### src/rtl/cpu_seq_pkg.sv
// Shared state encoding and constants for the multi-cycle CPU sequencer.
package cpu_seq_pkg;

    localparam int unsigned STATE_W     = 3;
    localparam int unsigned INSTR_BYTES = 4;

    localparam logic [31:0] DEF_RESET_VECTOR = 32'h0000_0000;
    localparam logic [31:0] DEF_IRQ_VECTOR   = 32'h0000_0040;

    typedef enum logic [STATE_W-1:0] {
        ST_BOOT    = 3'd0,
        ST_FETCH   = 3'd1,
        ST_DECODE  = 3'd2,
        ST_EXECUTE = 3'd3,
        ST_MEM     = 3'd4,
        ST_WB      = 3'd5,
        ST_HALT    = 3'd6,
        ST_ERROR   = 3'd7
    } state_t;

endpackage

### src/rtl/bus_wait_timer.sv
// Wait-state counter shared by the fetch and data-memory handshakes.
// o_tc_c flags the last cycle a request may remain unacknowledged.
module bus_wait_timer #(
    parameter int unsigned MAX_WAIT = 15
) (
    input  logic clk,
    input  logic rst_n,
    input  logic i_clr,
    input  logic i_en,
    output logic o_tc_c
);

    localparam int unsigned CNT_W = $clog2(MAX_WAIT + 1);

    logic [CNT_W-1:0] r_cnt;

    // Saturates at terminal count; the sequencer leaves the wait state there.
    always_ff @(posedge clk or negedge rst_n) begin
        if (!rst_n) begin
            r_cnt <= '0;
        end else if (i_clr) begin
            r_cnt <= '0;
        end else if (i_en && !o_tc_c) begin
            r_cnt <= r_cnt + CNT_W'(1);
        end
    end

    assign o_tc_c = (r_cnt == CNT_W'(MAX_WAIT - 1));

endmodule

### src/rtl/cpu_seq_ctrl.sv
// Multi-cycle CPU sequencer: PC, instruction latch and req/ack memory handshakes.
// Define CPU_SEQ_IRQ_EN to add the level-sensitive interrupt entry (irq/irq_ack/epc).
module cpu_seq_ctrl
    import cpu_seq_pkg::*;
#(
    parameter int unsigned           DATA_WIDTH   = 32,
    parameter int unsigned           ADDR_WIDTH   = 8,
    parameter logic [DATA_WIDTH-1:0] RESET_VECTOR = DATA_WIDTH'(DEF_RESET_VECTOR),
    parameter int unsigned           MAX_WAIT     = 15
`ifdef CPU_SEQ_IRQ_EN
    ,
    parameter logic [DATA_WIDTH-1:0] IRQ_VECTOR   = DATA_WIDTH'(DEF_IRQ_VECTOR)
`endif
) (
    input  logic                  clk,
    input  logic                  reset_n,
    output logic                  imem_req,
    output logic [ADDR_WIDTH-1:0] imem_addr,
    input  logic                  imem_ack,
    input  logic [DATA_WIDTH-1:0] imem_rdata,
    output logic                  dmem_req,
    output logic                  dmem_we,
    output logic [ADDR_WIDTH-1:0] dmem_addr,
    input  logic                  dmem_ack,
    input  logic                  dec_is_load,
    input  logic                  dec_is_store,
    input  logic                  dec_is_jump,
    input  logic                  dec_is_branch,
    input  logic                  dec_is_halt,
    input  logic                  branch_taken,
    input  logic [DATA_WIDTH-1:0] jump_target,
    input  logic [DATA_WIDTH-1:0] branch_target,
    input  logic [DATA_WIDTH-1:0] mem_addr,
    output logic [DATA_WIDTH-1:0] ir,
    output logic [DATA_WIDTH-1:0] pc,
    output logic                  mdr_load,
    output logic                  reg_write,
    output logic [STATE_W-1:0]    state,
    output logic                  halted,
    output logic                  bus_error
`ifdef CPU_SEQ_IRQ_EN
    ,
    input  logic                  irq,
    output logic                  irq_ack,
    output logic [DATA_WIDTH-1:0] epc
`endif
);

    localparam logic [DATA_WIDTH-1:0] RST_PC = {RESET_VECTOR[DATA_WIDTH-1:2], 2'b00};

    state_t                r_state, w_state_nxt;
    logic [DATA_WIDTH-1:0] r_pc, w_pc_nxt;
    logic [DATA_WIDTH-1:0] r_ir, w_ir_nxt;
    logic                  r_bus_error, w_bus_error_nxt;
    logic                  r_imem_req, r_dmem_req, r_dmem_we, r_reg_write, r_halted;
    logic [ADDR_WIDTH-1:0] r_dmem_addr;
    logic                  w_mdr_load;
    logic                  w_req, w_ack, w_tc;
    logic                  w_unused;

    // Counter runs only while a request is outstanding; any ack or idle state clears it.
    assign w_req = (r_state == ST_FETCH) || (r_state == ST_MEM);
    assign w_ack = ((r_state == ST_FETCH) && imem_ack) || ((r_state == ST_MEM) && dmem_ack);

    bus_wait_timer #(.MAX_WAIT(MAX_WAIT)) u_wait_timer (
        .clk    (clk),
        .rst_n  (reset_n),
        .i_clr  (!w_req || w_ack),
        .i_en   (w_req && !w_ack),
        .o_tc_c (w_tc)
    );

`ifdef CPU_SEQ_IRQ_EN
    localparam logic [DATA_WIDTH-1:0] IRQ_PC = {IRQ_VECTOR[DATA_WIDTH-1:2], 2'b00};
    logic                  r_irq_ack, w_irq_take;
    logic [DATA_WIDTH-1:0] r_epc, w_epc_nxt;
`endif

    always_comb begin
        w_state_nxt     = r_state;
        w_pc_nxt        = r_pc;
        w_ir_nxt        = r_ir;
        w_bus_error_nxt = r_bus_error;
        w_mdr_load      = 1'b0;
`ifdef CPU_SEQ_IRQ_EN
        w_irq_take      = 1'b0;
        w_epc_nxt       = r_epc;
`endif
        case (r_state)
            ST_BOOT: w_state_nxt = ST_FETCH;
            ST_FETCH: begin
                if (imem_ack) begin
                    w_ir_nxt    = imem_rdata;
                    w_state_nxt = ST_DECODE;
                end else if (w_tc) begin
                    w_state_nxt     = ST_ERROR;
                    w_bus_error_nxt = 1'b1;
                end
            end
            ST_DECODE: begin
                w_pc_nxt    = r_pc + DATA_WIDTH'(INSTR_BYTES);
                w_state_nxt = ST_EXECUTE;
            end
            ST_EXECUTE: begin
                if (dec_is_halt) begin
                    w_state_nxt = ST_HALT;
                end else if (dec_is_jump) begin
                    w_pc_nxt    = {jump_target[DATA_WIDTH-1:2], 2'b00};
                    w_state_nxt = ST_FETCH;
                end else if (dec_is_branch) begin
                    if (branch_taken) begin
                        w_pc_nxt = {branch_target[DATA_WIDTH-1:2], 2'b00};
                    end
                    w_state_nxt = ST_FETCH;
                end else if (dec_is_load || dec_is_store) begin
                    w_state_nxt = ST_MEM;
                end else begin
                    w_state_nxt = ST_WB;
                end
            end
            ST_MEM: begin
                if (dmem_ack) begin
                    if (r_dmem_we) begin
                        w_state_nxt = ST_FETCH;
                    end else begin
                        w_mdr_load  = 1'b1;
                        w_state_nxt = ST_WB;
                    end
                end else if (w_tc) begin
                    w_state_nxt     = ST_ERROR;
                    w_bus_error_nxt = 1'b1;
                end
            end
            ST_WB:    w_state_nxt = ST_FETCH;
            ST_HALT:  w_state_nxt = ST_HALT;
            ST_ERROR: w_state_nxt = ST_ERROR;
            default:  w_state_nxt = ST_ERROR;
        endcase
`ifdef CPU_SEQ_IRQ_EN
        // Interrupt redirects the next fetch; epc keeps the PC that would have been fetched.
        if (irq && ((r_state == ST_HALT) ||
                    ((w_state_nxt == ST_FETCH) &&
                     ((r_state == ST_EXECUTE) || (r_state == ST_MEM) || (r_state == ST_WB))))) begin
            w_irq_take  = 1'b1;
            w_epc_nxt   = w_pc_nxt;
            w_pc_nxt    = IRQ_PC;
            w_state_nxt = ST_FETCH;
        end
`endif
    end

    always_ff @(posedge clk or negedge reset_n) begin
        if (!reset_n) begin
            r_state     <= ST_BOOT;
            r_pc        <= RST_PC;
            r_ir        <= '0;
            r_bus_error <= 1'b0;
            r_imem_req  <= 1'b0;
            r_dmem_req  <= 1'b0;
            r_dmem_we   <= 1'b0;
            r_dmem_addr <= '0;
            r_reg_write <= 1'b0;
            r_halted    <= 1'b0;
        end else begin
            r_state     <= w_state_nxt;
            r_pc        <= w_pc_nxt;
            r_ir        <= w_ir_nxt;
            r_bus_error <= w_bus_error_nxt;
            r_imem_req  <= (w_state_nxt == ST_FETCH);
            r_dmem_req  <= (w_state_nxt == ST_MEM);
            r_reg_write <= (w_state_nxt == ST_WB);
            r_halted    <= (w_state_nxt == ST_HALT);
            // Data address and direction are frozen for the whole access.
            if (w_state_nxt != ST_MEM) begin
                r_dmem_we <= 1'b0;
            end else if (r_state == ST_EXECUTE) begin
                r_dmem_we   <= dec_is_store;
                r_dmem_addr <= mem_addr[ADDR_WIDTH+1:2];
            end
        end
    end

`ifdef CPU_SEQ_IRQ_EN
    always_ff @(posedge clk or negedge reset_n) begin
        if (!reset_n) begin
            r_irq_ack <= 1'b0;
            r_epc     <= '0;
        end else begin
            r_irq_ack <= w_irq_take;
            r_epc     <= w_epc_nxt;
        end
    end

    assign irq_ack = r_irq_ack;
    assign epc     = r_epc;
`endif

    assign imem_req  = r_imem_req;
    assign imem_addr = r_pc[ADDR_WIDTH+1:2];
    assign dmem_req  = r_dmem_req;
    assign dmem_we   = r_dmem_we;
    assign dmem_addr = r_dmem_addr;
    assign ir        = r_ir;
    assign pc        = r_pc;
    assign mdr_load  = w_mdr_load;
    assign reg_write = r_reg_write;
    assign state     = r_state;
    assign halted    = r_halted;
    assign bus_error = r_bus_error;

    assign w_unused = ^{mem_addr[DATA_WIDTH-1:ADDR_WIDTH+2], mem_addr[1:0],
                        jump_target[1:0], branch_target[1:0]};

endmodule

### config.mk
export PLATFORM = sky130hd
export DESIGN_NAME = cpu_seq_ctrl
export DESIGN_NICKNAME = d
export VERILOG_FILES = /design/src/rtl/cpu_seq_pkg.sv /design/src/rtl/bus_wait_timer.sv /design/src/rtl/cpu_seq_ctrl.sv
export SDC_FILE = /design/constraint.sdc
export NUM_CORES = 1
export LEC_CHECK = 0
export CORE_MARGIN = 2
export CORE_UTILIZATION = 41
export CTS_CLUSTER_DIAMETER = 120
export DETAILED_ROUTE_END_ITERATION = 10
export GPL_TIMING_DRIVEN = 0
export PLACE_DENSITY = 0.81
export SYNTH_ARGS = -nofsm -noshare
export SYNTH_HDL_FRONTEND = slang
export SYNTH_SLANG_ARGS = --single-unit
### constraint.sdc
create_clock -name clk -period 2.6 [get_ports clk]
set_input_delay 0.78 -clock clk [delete_from_list [all_inputs] [get_ports clk]]
set_output_delay 0.78 -clock clk [all_outputs]
set_load 0.03 [all_outputs]
; ---- Yosys cells after proc, flatten, opt, wreduce, memory -nomap -nowiden
; Index checks and enable logic that the tools add are counted.
[word_totals]
reg_bits = 85
in_bits = 138
output_inout_bits = 90
wordCells = 78
[classes]
add_sub_neg = 2
eq_ne = 18
muxes = 25
bitwise = 1
n_reduce_logical = 21
[ops]
columns = operator, n
row1 = two-way mux 32 bit, 4
row2 = one-hot mux 32 bit (2 select lines), 1
row3 = adder 32 x 3 -> 32 bit (second input constant), 1
row4 = equality test 3 bit (second input constant), 7
row5 = two-way mux 3 bit, 7
row6 = one-hot mux 3 bit (7 select lines), 1
row7 = two-way mux 1 bit, 9
row8 = != test 3 bit (second input constant), 3
row9 = two-way mux 4 bit, 2
row10 = nonzero test 2 bit, 4
row11 = equality test 3 x 1 -> 1 bit (second input constant), 2
row12 = equality test 3 x 2 -> 1 bit (second input constant), 2
row13 = != test 2 bit (second input constant), 3
row14 = adder 4 x 1 -> 4 bit (second input constant), 1
row15 = equality test 4 bit (second input constant), 1
row16 = logical AND 1 bit, 4
row17 = logical OR 1 bit, 4
row18 = AND reduction 2 bit, 2
row19 = AND reduction 4 bit, 1
row20 = zero test 1 bit, 3
row21 = zero test 3 bit, 1
row22 = AND reduction 3 bit, 1
row23 = one-hot mux 1 bit (2 select lines), 1
row24 = OR reduction 2 bit, 1
row25 = inverter 1 bit, 1

; ---- Depth between registers and ports, before layout
; Gate-level depths: netlist of the first run.
[logic_depth]
depth_word = 9
depth_mapped = 8
ltp_nobuf = 7

; ---- Modules after synthesis
; Synthesis of the first run repeated with hierarchy kept, for this count alone.
[unflattened]
cells_unflattened = 446
area_unflattened_um2 = 4623.2
[by_module_without_submodules]
columns = module, n_inst, cells_each, area_per_inst_um2, seq_area_each_um2
row1 = cpu_seq_ctrl, 1, 422, 4401.7, 1976.9
row2 = bus_wait_timer, 1, 24, 221.5, 100.1

; ---- Worst setup path before layout of the first run
; Ideal clock, no wire load.
[synth_timing]
path_kind = register to output
startpoint = register r_state[0], in the netlist state[0]
endpoint = output port mdr_load
arrival_time_ps = 1648
t_required_ps = 1820
setup_slack_ps = 172
path_stages_with_launch = 4
n_path_buf = 1
path_cell_list = dfrtp_1 buf_2 or2_0 nor3_1
[synth_between]
elab_chain_len = 2
[synth_lines]
columns = item, line_no
row1 = "start, declared", cpu_seq_ctrl.sv:51  ; state_t r_state, w_state_nxt;
row2 = "start signal, assigned", cpu_seq_ctrl.sv:165  ; r_state <= w_state_nxt;
row3 = equality test 3 bit, cpu_seq_ctrl.sv:89  ; case (r_state)
row4 = two-way mux 1 bit, cpu_seq_ctrl.sv:89
row5 = "end, declared", cpu_seq_ctrl.sv:36  ; output logic mdr_load,
; No other way between the ends.

; ---- Worst setup path in the final report of the first run
[layout_timing]
startpoint = input port dmem_ack
endpoint = output port mdr_load
[layout_between]
elab_chain_len = 2
[layout_lines]
columns = item, line_no
row1 = "start, declared", cpu_seq_ctrl.sv:24  ; input logic dmem_ack,
row2 = two-way mux 1 bit, cpu_seq_ctrl.sv:122  ; if (dmem_ack) begin
row3 = two-way mux 1 bit, cpu_seq_ctrl.sv:89
; No other way between the ends.

==> results of run 1 <==
metrics by stage:
step	std cells	setup WS [ns]	instance area, um2	hold slack, ns
after detailed placement	771	-0.417	6780	0.488
after global placement	770	-2.25	6760	0.479
after floorplan	433	0.172	4610	0.484
after CTS	787	0.0726	6980	0.330
final	787	0.0821	6980	0.330
after global routing	787	0.0253	6980	0.324
flip-flops by register name (all words and copies together) (netlist names):
register	cells
reg_write	1
dmem_addr	8
u_wait_timer.r_cnt	4
halted	1
bus_error	1
state	3
dmem_req	1
imem_req	1
dmem_we	1
pc	30
ir	32
per-layer routing:
layer	share of wire [%]	track usage [%]	routed length, um
met5	0	0	0
met4	2.2	9.04	320
met3	9.2	6.53	1340
met2	51	42.0	7450
met1	38	29.2	5480
how the worst max path moves through the flow:
stage                         endpoint  slack, ns         from  cells after the start
after floorplan               mdr_load       0.17     state[0]                      3
after global placement           ir[1]      -2.25      reset_n                      1
after detailed placement      mdr_load      -0.42     dmem_ack                      4
after CTS                     mdr_load       0.07     dmem_ack                      4
after global routing      dmem_addr[0]       0.03  dec_is_halt                      7
final                         mdr_load       0.08     dmem_ack                      4
kinds of logic (layout without fill, tap and decap cells):
kind of cell | count (synthesis) | count (layout) | share of synthesized area [%]
compound gates | 107 | 107 | 15.9
other cells | 1 | 2 | 0.0814
simple gates | 129 | 129 | 16.3
xor+xnor | 2 | 2 | 0.380
flops | 83 | 83 | 45.1
buf+inv | 42 | 256 | 5.27
mux | 65 | 65 | 16.1
fa+ha+maj | 3 | 3 | 0.815
final cells by class:
| class | instances | area (um2) | area share [%] |
|---|---|---|---|
| Buffer | 40 | 236 | 3.39 |
| Clock buffer | 9 | 124 | 1.77 |
| Clock inverter | 7 | 75.1 | 1.08 |
| Inverter | 2 | 7.51 | 0.108 |
| Multi-Input combinational cell | 308 | 2290 | 32.8 |
| Sequential cell | 83 | 2080 | 29.8 |
| Tap cell | 140 | 175 | 2.51 |
| Timing Repair Buffer | 198 | 1990 | 28.5 |
power by group:
part           internal (uW)  leakage (uW)  switching, uW
combinational           2130       0.00176           2670
clock                    449     0.0000923            514
sequential              1850       0.00102            514
total                   4430       0.00287           3700
Yosys cell counts, types with 2 or more instances:
library cell,count
nand4_1,3
o22a_1,6
a311oi_1,3
nand4_2,2
a2bb2oi_1,3
or3b_1,2
a21oi_1,35
or2_1,2
nand2b_1,3
a211oi_1,15
and2_1,4
buf_2,20
o21ai_0,11
mux2_4,8
o31ai_1,6
a22o_1,2
nand3_1,19
nor3b_1,2
a31oi_1,4
clkbuf_1,6
mux2_2,42
dfrtp_1,83
ha_1,3
nor2b_1,9
and4_1,5
nand2_1,20
buf_4,12
o22ai_1,8
buf_6,2
xnor2_1,2
nor2_1,22
a41o_1,2
mux2i_1,15
nor3_1,11
and3_1,14
critical path: cells and delay by family:
kind	cells	cell delay, ns
buffers and inverters	2	0.74
AND/OR/NAND/NOR	2	0.22
==> results.sh, run 1 <==
export IMPL_yosys_area_top_type="dfrtp_1"
export IMPL_routabilityCongestion=0.963
export IMPL_vias_per_cell=5.58
export IMPL_io_pins=228
export IMPL_ant_nets=0
export IMPL_fmax_ghz=0.397
export IMPL_clock_sinks=83
export IMPL_yosysTopAreaCellShare_pct=45.1
export IMPL_worstPathCellList="clkdlybuf4s50_1 > nand2_1 > nor3_1 > buf_2"
export IMPL_grt_max_degree=60
export IMPL_reg2reg_to="dmem_addr[0]"
export IMPL_synth_area_per_cell_um2=10.7
export IMPL_synth_cells=432
export IMPL_crit_path_max_fanout=3
export IMPL_yosysSeqAreaShare_pct=45.1
export IMPL_wl_per_cell_um=18.5
export IMPL_hpwl_um=10900
export IMPL_worst_ep_required_time_ns=1.82
export IMPL_num_rows=38
export IMPL_grt_pass1_vias=4362
export IMPL_synth_distinct_cells=61
export IMPL_cts_max_path_buffers=2
export IMPL_syn_area_mm2=0.00461
export IMPL_nNetsFinal=783
export IMPL_cts_tree="built"
export IMPL_area_growth_pct=51.5
export IMPL_timing_final_crit_share_pct=96.8
export IMPL_rr_startpoint="u_wait_timer.r_cnt[0]"
export IMPL_grt_overflow=0
export IMPL_drtIter0Drc=320
export IMPL_r2r_cells=8
export IMPL_relSlewSlack_pct=53.9
export IMPL_cts_resized=6
export IMPL_final_setup_skew_ns=0.0137
export IMPL_htree_levels=3
export IMPL_portBuffers=197
export IMPL_drcViolationCount=0
export IMPL_synthArstFlopShare_pct=100
export IMPL_run_status="finished clean"
export IMPL_worstSkewPairLatency_ns=0.36
export IMPL_cts_hold_buf=0
export IMPL_die_y_um=110
export IMPL_crit_slowest_cell="clkdlybuf4s50_1"
export IMPL_final_cell_mix="clkdlybuf4s50_1, dfrtp_1, mux2_2"
export IMPL_grt_pass1_wl_um=22500
export IMPL_antenna_cells=0
export IMPL_postCtsSetupRepairBufs=0
export IMPL_grt_setup_unrepaired="no"
export IMPL_max_slew_worst_pin_slew_ns=0.690
export IMPL_track_usage_pct=24.4
export IMPL_synth_area_leaders="dfrtp_1, mux2_2, a21oi_1"
export IMPL_start_util_pct=42.3
export IMPL_setup_viol=0
export IMPL_fin_util_pct=64.1
export IMPL_reg2reg_slack_ns=0.42
export IMPL_drt_pass1_iter_count=5
export IMPL_die_area_mm2=0.0121
export IMPL_end_kind="output pin"
export IMPL_crit_type="primary input to output pin"
export IMPL_total_power_uw=8130
export IMPL_finalSetupTns_ns=0
export IMPL_final_common_cell="clkdlybuf4s50_1"
export IMPL_p_per_area_mw_per_mm2=1170
export IMPL_slowest_delay_ns=0.51
export IMPL_ys_ff_latch=83
export IMPL_clk_pin_slew_ns=0.09
export IMPL_ys_flop_type="dfrtp_1"
export IMPL_dieWidth_um=110
export IMPL_clockRootBuffer="clkbuf_8"
export IMPL_cts_buffers=9
export IMPL_drive_above_1_share_pct=18.1
export IMPL_yosys_warnings=0
export IMPL_maxCapViolCount=0
export IMPL_n_fill_cell=864
export IMPL_arrival_ns=1.74
export IMPL_num_vias=4393
export IMPL_power_leakage_uw=0.00287
export IMPL_synth_edf_count=0
export IMPL_finalHoldViolCount=0
export IMPL_core_area_mm2=0.0109
export IMPL_drv_slew=0
export IMPL_ir_worst_vdd_mv=0.705
export IMPL_drt_wl_total_um=14600
export IMPL_hp_class="primary input to async pin"
export IMPL_antenna_found_initial=0
export IMPL_start_kind="primary input"
export IMPL_min_period_ns=2.52
(Power assumes the default switching activity.)
==> inputs of run 2 (changes only) <==
--- a/config.mk
+++ b/config.mk
@@ -11,6 +11,7 @@
 export DETAILED_ROUTE_END_ITERATION = 10
 export GPL_TIMING_DRIVEN = 0
 export PLACE_DENSITY = 0.81
+export SKIP_CTS_REPAIR_TIMING = 1
 export SYNTH_ARGS = -nofsm -noshare
 export SYNTH_HDL_FRONTEND = slang
 export SYNTH_SLANG_ARGS = --single-unit
==> run 2 against run 1 <==
  * Sequential share of layout area unchanged
  * Power about the same
  * Combinational power about the same
  * Via count increased by 0.25%
  * Core utilization unchanged
  * Final cell count unchanged
  * Die area unchanged
  * Sequential power about the same
  * Clock power about the same
  * Clock-buffer cell count unchanged
  * Critical endpoint unchanged
==> results.sh, run 2 (synthesis gave the netlist of run 1 again) <==
export IMPL_ant_nets=0
export IMPL_grt_max_degree=60
export IMPL_timing_final_crit_share_pct=97.5
export IMPL_path_delay_family="buffers and inverters"
export IMPL_antenna_cells=0
export IMPL_internal_power_uw=4430
export IMPL_total_power_uw=8130
export IMPL_portBuffers=197
export IMPL_reg2reg_to="dmem_addr[0]"
export IMPL_drcViolationCount=0
export IMPL_worstPathCellList="clkdlybuf4s50_1 > nand2_1 > nor3_1 > clkbuf_2"
export IMPL_vias_per_cell=5.60
export IMPL_busiest_layer="met2"
export IMPL_largest_reg_flops=32
export IMPL_worstSkewPairLatency_ns=0.36
export IMPL_p_per_area_mw_per_mm2=1160
export IMPL_setup_viol=0
export IMPL_arrival_ns=1.76
export IMPL_seq_power_share_pct=29.1
export IMPL_wl_per_cell_um=18.5
export IMPL_dieWidth_um=110
export IMPL_crit_slowest_cell="clkdlybuf4s50_1"
export IMPL_hp_class="primary input to async pin"
export IMPL_fin_ws_ns=0.0643
export IMPL_drt_wl_total_um=14600
export IMPL_min_period_ns=2.54
export IMPL_start_util_pct=42.3
export IMPL_max_slew_worst_pin_slew_ns=0.670
export IMPL_power_leakage_uw=0.00287
export IMPL_p_sw_share_pct=45.5
export IMPL_htree_levels=3
export IMPL_worst_ep_required_time_ns=1.82
export IMPL_crit_path_max_fanout=3
export IMPL_start_kind="primary input"
export IMPL_final_common_cell="clkdlybuf4s50_1"
export IMPL_fin_area_mm2=0.00698
export IMPL_fin_util_pct=64.1
export IMPL_nNetsFinal=783
export IMPL_num_vias=4404
export IMPL_postPlaceCellArea_mm2=0.00678
export IMPL_die_area_mm2=0.0121
export IMPL_grt_use_met1_pct=29.2
export IMPL_grtUsageMet2_pct=42.0
export IMPL_num_rows=38
export IMPL_hpwl_um=10900
export IMPL_grt_pass1_wl_um=22500
export IMPL_drt_pass1_iter_count=5
export IMPL_comb_power_share_pct=59.1
export IMPL_fmax_ghz=0.394
export IMPL_final_cell_mix="clkdlybuf4s50_1, dfrtp_1, mux2_2"
export IMPL_slowest_delay_ns=0.51
export IMPL_routabilityCongestion=0.963
export IMPL_antenna_found_initial=0
export IMPL_final_setup_skew_ns=0.0138
export IMPL_run_status="finished clean"
export IMPL_area_growth_pct=51.5
export IMPL_grt_overflow=0
export IMPL_r2r_cells=8
export IMPL_switching_power_uw=3700
export IMPL_clk_pin_slew_ns=0.09
export IMPL_drtIter0Drc=324
export IMPL_drive_above_1_share_pct=18.1
export IMPL_relSlewSlack_pct=55.2
export IMPL_clockRootBuffer="clkbuf_8"
export IMPL_met3_usage_pct=6.53
export IMPL_end_kind="output pin"
export IMPL_core_area_mm2=0.0109
export IMPL_grt_setup_unrepaired="no"
export IMPL_pwr_share_clk_pct=11.8
export IMPL_clock_sinks=83
export IMPL_rr_startpoint="u_wait_timer.r_cnt[0]"
export IMPL_cts_tree="built"
export IMPL_reg2reg_slack_ns=0.42
export IMPL_dp_slack_ns=-0.417
export IMPL_cts_buffers=9
export IMPL_crit_type="primary input to output pin"
export IMPL_io_pins=228
export IMPL_drv_slew=0
export IMPL_grt_pass1_vias=4362
export IMPL_finalHoldViolCount=0
export IMPL_cts_max_path_buffers=2
export IMPL_die_y_um=110
export IMPL_track_usage_pct=24.4
export IMPL_path_buf_inv=2
export IMPL_ir_worst_vdd_mv=0.705
export IMPL_maxCapViolCount=0
[run 2: final cells by class]
| type | count | area (um2) |
|---|---|---|
| buffer | 40 | 236 |
| clock buffer | 9 | 124 |
| clock inverter | 7 | 75.1 |
| fill | 864 | 3910 |
| inverter | 2 | 7.51 |
| multi-input combinational | 308 | 2290 |
| sequential | 83 | 2080 |
| tap | 140 | 175 |
| timing repair buffer | 198 | 1990 |
[run 2: worst register-to-register path, delay by kind of cell (launching register included)]
family                     cells  cell delay (ns)
adders and majority gates      1             0.23
muxes                          1             0.32
AOI/OAI and AO/OA              1             0.17
buffers and inverters          2             0.25
DFF                            1             0.41
and+or+nand+nor                3             0.69
[run 2: power groups by stage]
stage | Combinational [uW] | Clock (uW) | Sequential (uW)
floorplan | 1810 | 0 | 3380
global placement | 4710 | 0 | 2330
detailed placement | 4790 | 0 | 2370
CTS | 4810 | 974 | 2360
global route | 5090 | 1020 | 2450
finish | 4800 | 962 | 2360
[run 2: per-layer routing]
metal  share of wire (%)  routed length [um]
met5                   0                   0
met4                 2.2                 320
met3                 9.4                1370
met2                  51                7440
met1                  37                5450
[run 2: how the worst max path moves through the flow]
stage	startpoint	endpoint	cells after the start	slack, ns
2_1_floorplan	state[0]	mdr_load	3	0.17
3_3_place_gp	reset_n	ir[1]	1	-2.25
3_5_place_dp	dmem_ack	mdr_load	4	-0.42
4_1_cts	dmem_ack	mdr_load	4	-0.41
5_1_grt	dmem_ack	mdr_load	4	0.01
6_report	dmem_ack	mdr_load	4	0.06
[run 2: metrics by stage]
| step | hold WS [ns] | TNS, ns | cells |
|---|---|---|---|
| floorplan | 0.484 | 0 | 433 |
| global placement | 0.479 | -191.03 | 770 |
| detailed placement | 0.488 | -6.28 | 771 |
| CTS | 0.330 | -0.415 | 787 |
| global route | 0.324 | 0 | 787 |
| finish | 0.331 | 0 | 787 |
==> inputs of run 3 (changes only) <==
--- a/config.mk
+++ b/config.mk
@@ -6,11 +6,11 @@
 export NUM_CORES = 1
 export LEC_CHECK = 0
 export CORE_MARGIN = 2
-export CORE_UTILIZATION = 41
+export CORE_UTILIZATION = 44
 export CTS_CLUSTER_DIAMETER = 120
 export DETAILED_ROUTE_END_ITERATION = 10
 export GPL_TIMING_DRIVEN = 0
-export PLACE_DENSITY = 0.81
+export PLACE_DENSITY = 0.87
 export SKIP_CTS_REPAIR_TIMING = 1
 export SYNTH_ARGS = -nofsm -noshare
 export SYNTH_HDL_FRONTEND = slang
==> constraint.sdc (replaced) <==
create_clock -name clk -period 3.07 [get_ports clk]
set_input_delay 0.921 -clock clk [delete_from_list [all_inputs] [get_ports clk]]
set_output_delay 0.921 -clock clk [all_outputs]
set_load 0.03 [all_outputs]
==> run 3 against run 2 <==
  * Design area rose by 0.61%
  * Hold slack better by 0.11 ns
  * Register-to-register slack better by 0.46 ns
  * Largest cell class unchanged
  * Power decreased by 13%
  * First-iteration DRC count is 20% higher
  * Clock-buffer cell count up 2
  * Largest power group unchanged
  * Global-route usage increased by 2.2 points
  * Sequential share of layout area decreased by 0.18 points
  * Sequential power fell by 15%
  * Final cell count fell by 0.64%
  * Non-clock buffer count unchanged
  * Clock skew up 0.0037 ns
==> results.sh, run 3 (synthesis gave the netlist of run 1 again) <==
export IMPL_run_status="finished clean"
export IMPL_final_cells=782
export IMPL_ant_nets=0
export IMPL_num_rows=37
export IMPL_clockRootBuffer="clkbuf_8"
export IMPL_cts_tree="built"
export IMPL_power_leakage_uw=0.00291
export IMPL_drive_above_1_share_pct=17.5
export IMPL_routabilityCongestion=0.927
export IMPL_fin_util_pct=68.6
export IMPL_track_usage_pct=26.6
export IMPL_grt_pass1_vias=4608
export IMPL_reg2reg_slack_ns=0.88
export IMPL_fin_ws_ns=0.216
export IMPL_timing_final_crit_share_pct=92.9
export IMPL_final_cell_mix="clkdlybuf4s50_1, dfrtp_1, mux2_2"
export IMPL_reg2reg_to="dmem_addr[4]"
export IMPL_fmax_ghz=0.350
export IMPL_drtIter0Drc=389
export IMPL_start_kind="primary input"
export IMPL_largest_reg_flops=32
export IMPL_antenna_found_initial=0
export IMPL_io_pins=228
export IMPL_core_area_mm2=0.0102
export IMPL_ir_worst_vdd_mv=0.692
export IMPL_grt_pass1_wl_um=23700
export IMPL_min_period_ns=2.85
export IMPL_crit_type="primary input to output pin"
export IMPL_final_setup_skew_ns=0.0175
export IMPL_clk_pin_slew_ns=0.10
export IMPL_dieWidth_um=106
export IMPL_crit_path_max_fanout=3
export IMPL_drv_slew=0
export IMPL_drt_wl_total_um=15000
export IMPL_antenna_cells=0
export IMPL_finalHoldViolCount=0
export IMPL_start_util_pct=45.0
export IMPL_wl_per_cell_um=19.1
export IMPL_critPathLaunch="dmem_ack"
export IMPL_worstSkewPairLatency_ns=0.36
export IMPL_grt_overflow=0
export IMPL_nNetsFinal=783
export IMPL_die_y_um=106
export IMPL_drt_pass1_iter_count=6
export IMPL_max_slew_worst_pin_slew_ns=0.799
export IMPL_r2r_cells=8
export IMPL_grt_max_degree=64
export IMPL_maxCapViolCount=0
export IMPL_cts_buffers=9
export IMPL_postPlaceCellArea_mm2=0.00678
export IMPL_setup_viol=0
export IMPL_num_vias=4535
export IMPL_finalSetupTns_ns=0
export IMPL_cts_max_path_buffers=2
export IMPL_rr_startpoint="u_wait_timer.r_cnt[0]"
export IMPL_drcViolationCount=0
export IMPL_hp_class="primary input to async pin"
export IMPL_final_common_cell="clkdlybuf4s50_1"
export IMPL_htree_levels=3
export IMPL_clock_sinks=83
export IMPL_vias_per_cell=5.80
export IMPL_end_kind="output pin"
export IMPL_dp_slack_ns=-0.198
export IMPL_hpwl_um=11200
export IMPL_portBuffers=197
export IMPL_area_growth_pct=52.4
export IMPL_relSlewSlack_pct=46.6
export IMPL_fin_area_mm2=0.00702
export IMPL_arrival_ns=1.93
export IMPL_worst_ep_required_time_ns=2.15
export IMPL_cp_endpoint="mdr_load"
export IMPL_die_area_mm2=0.0113
export IMPL_p_per_area_mw_per_mm2=1010
export IMPL_dp_cells=767
export IMPL_grt_setup_unrepaired="no"
## run 3: cell type report
class	count	area [um2]
inverters	2	7.51
plain buffers	40	235
clock inverters	4	98.8
clock buffers	11	141
repair buffers	198	2000
fillers	769	3210
flip-flops and latches	83	2080
well taps	136	170
multi-input cells	308	2290
## run 3: power breakdown
group          switching [uW]  internal [uW]
registers                 442           1570
clock network             407            561
logic                    2290           1810
## run 3: per-layer routing
layer  vias up  global-route usage, %  share of wire, %
li1       2011                      -                 -
met1      2202                   30.8                35
met2       276                   45.7                51
met3        46                   7.30                10
met4         0                   12.3               3.2
met5         -                      0                 0
## run 3: worst max-delay path, cell delays in order
cell and delay [ns]:
clkdlybuf4s50_1 0.51, nand2_1 0.06, nor3_1 0.11, dlymetal6s2s_1 0.33
## run 3: metrics by stage
stage	hold slack (ns)	total power, uW
floorplan	0.543	4390
global placement	0.478	5950
detailed placement	0.479	6090
CTS	0.447	7080
global route	0.460	7400
finish	0.442	7080
## run 3: worst min-delay path by stage
stage	end	depth (start not counted)
after floorplan	u_wait_timer.r_cnt[3]	2
after global placement	bus_error	1
after detailed placement	bus_error	1
after CTS	u_wait_timer.r_cnt[0]	1
after global routing	u_wait_timer.r_cnt[0]	1
final	pc[11]	1
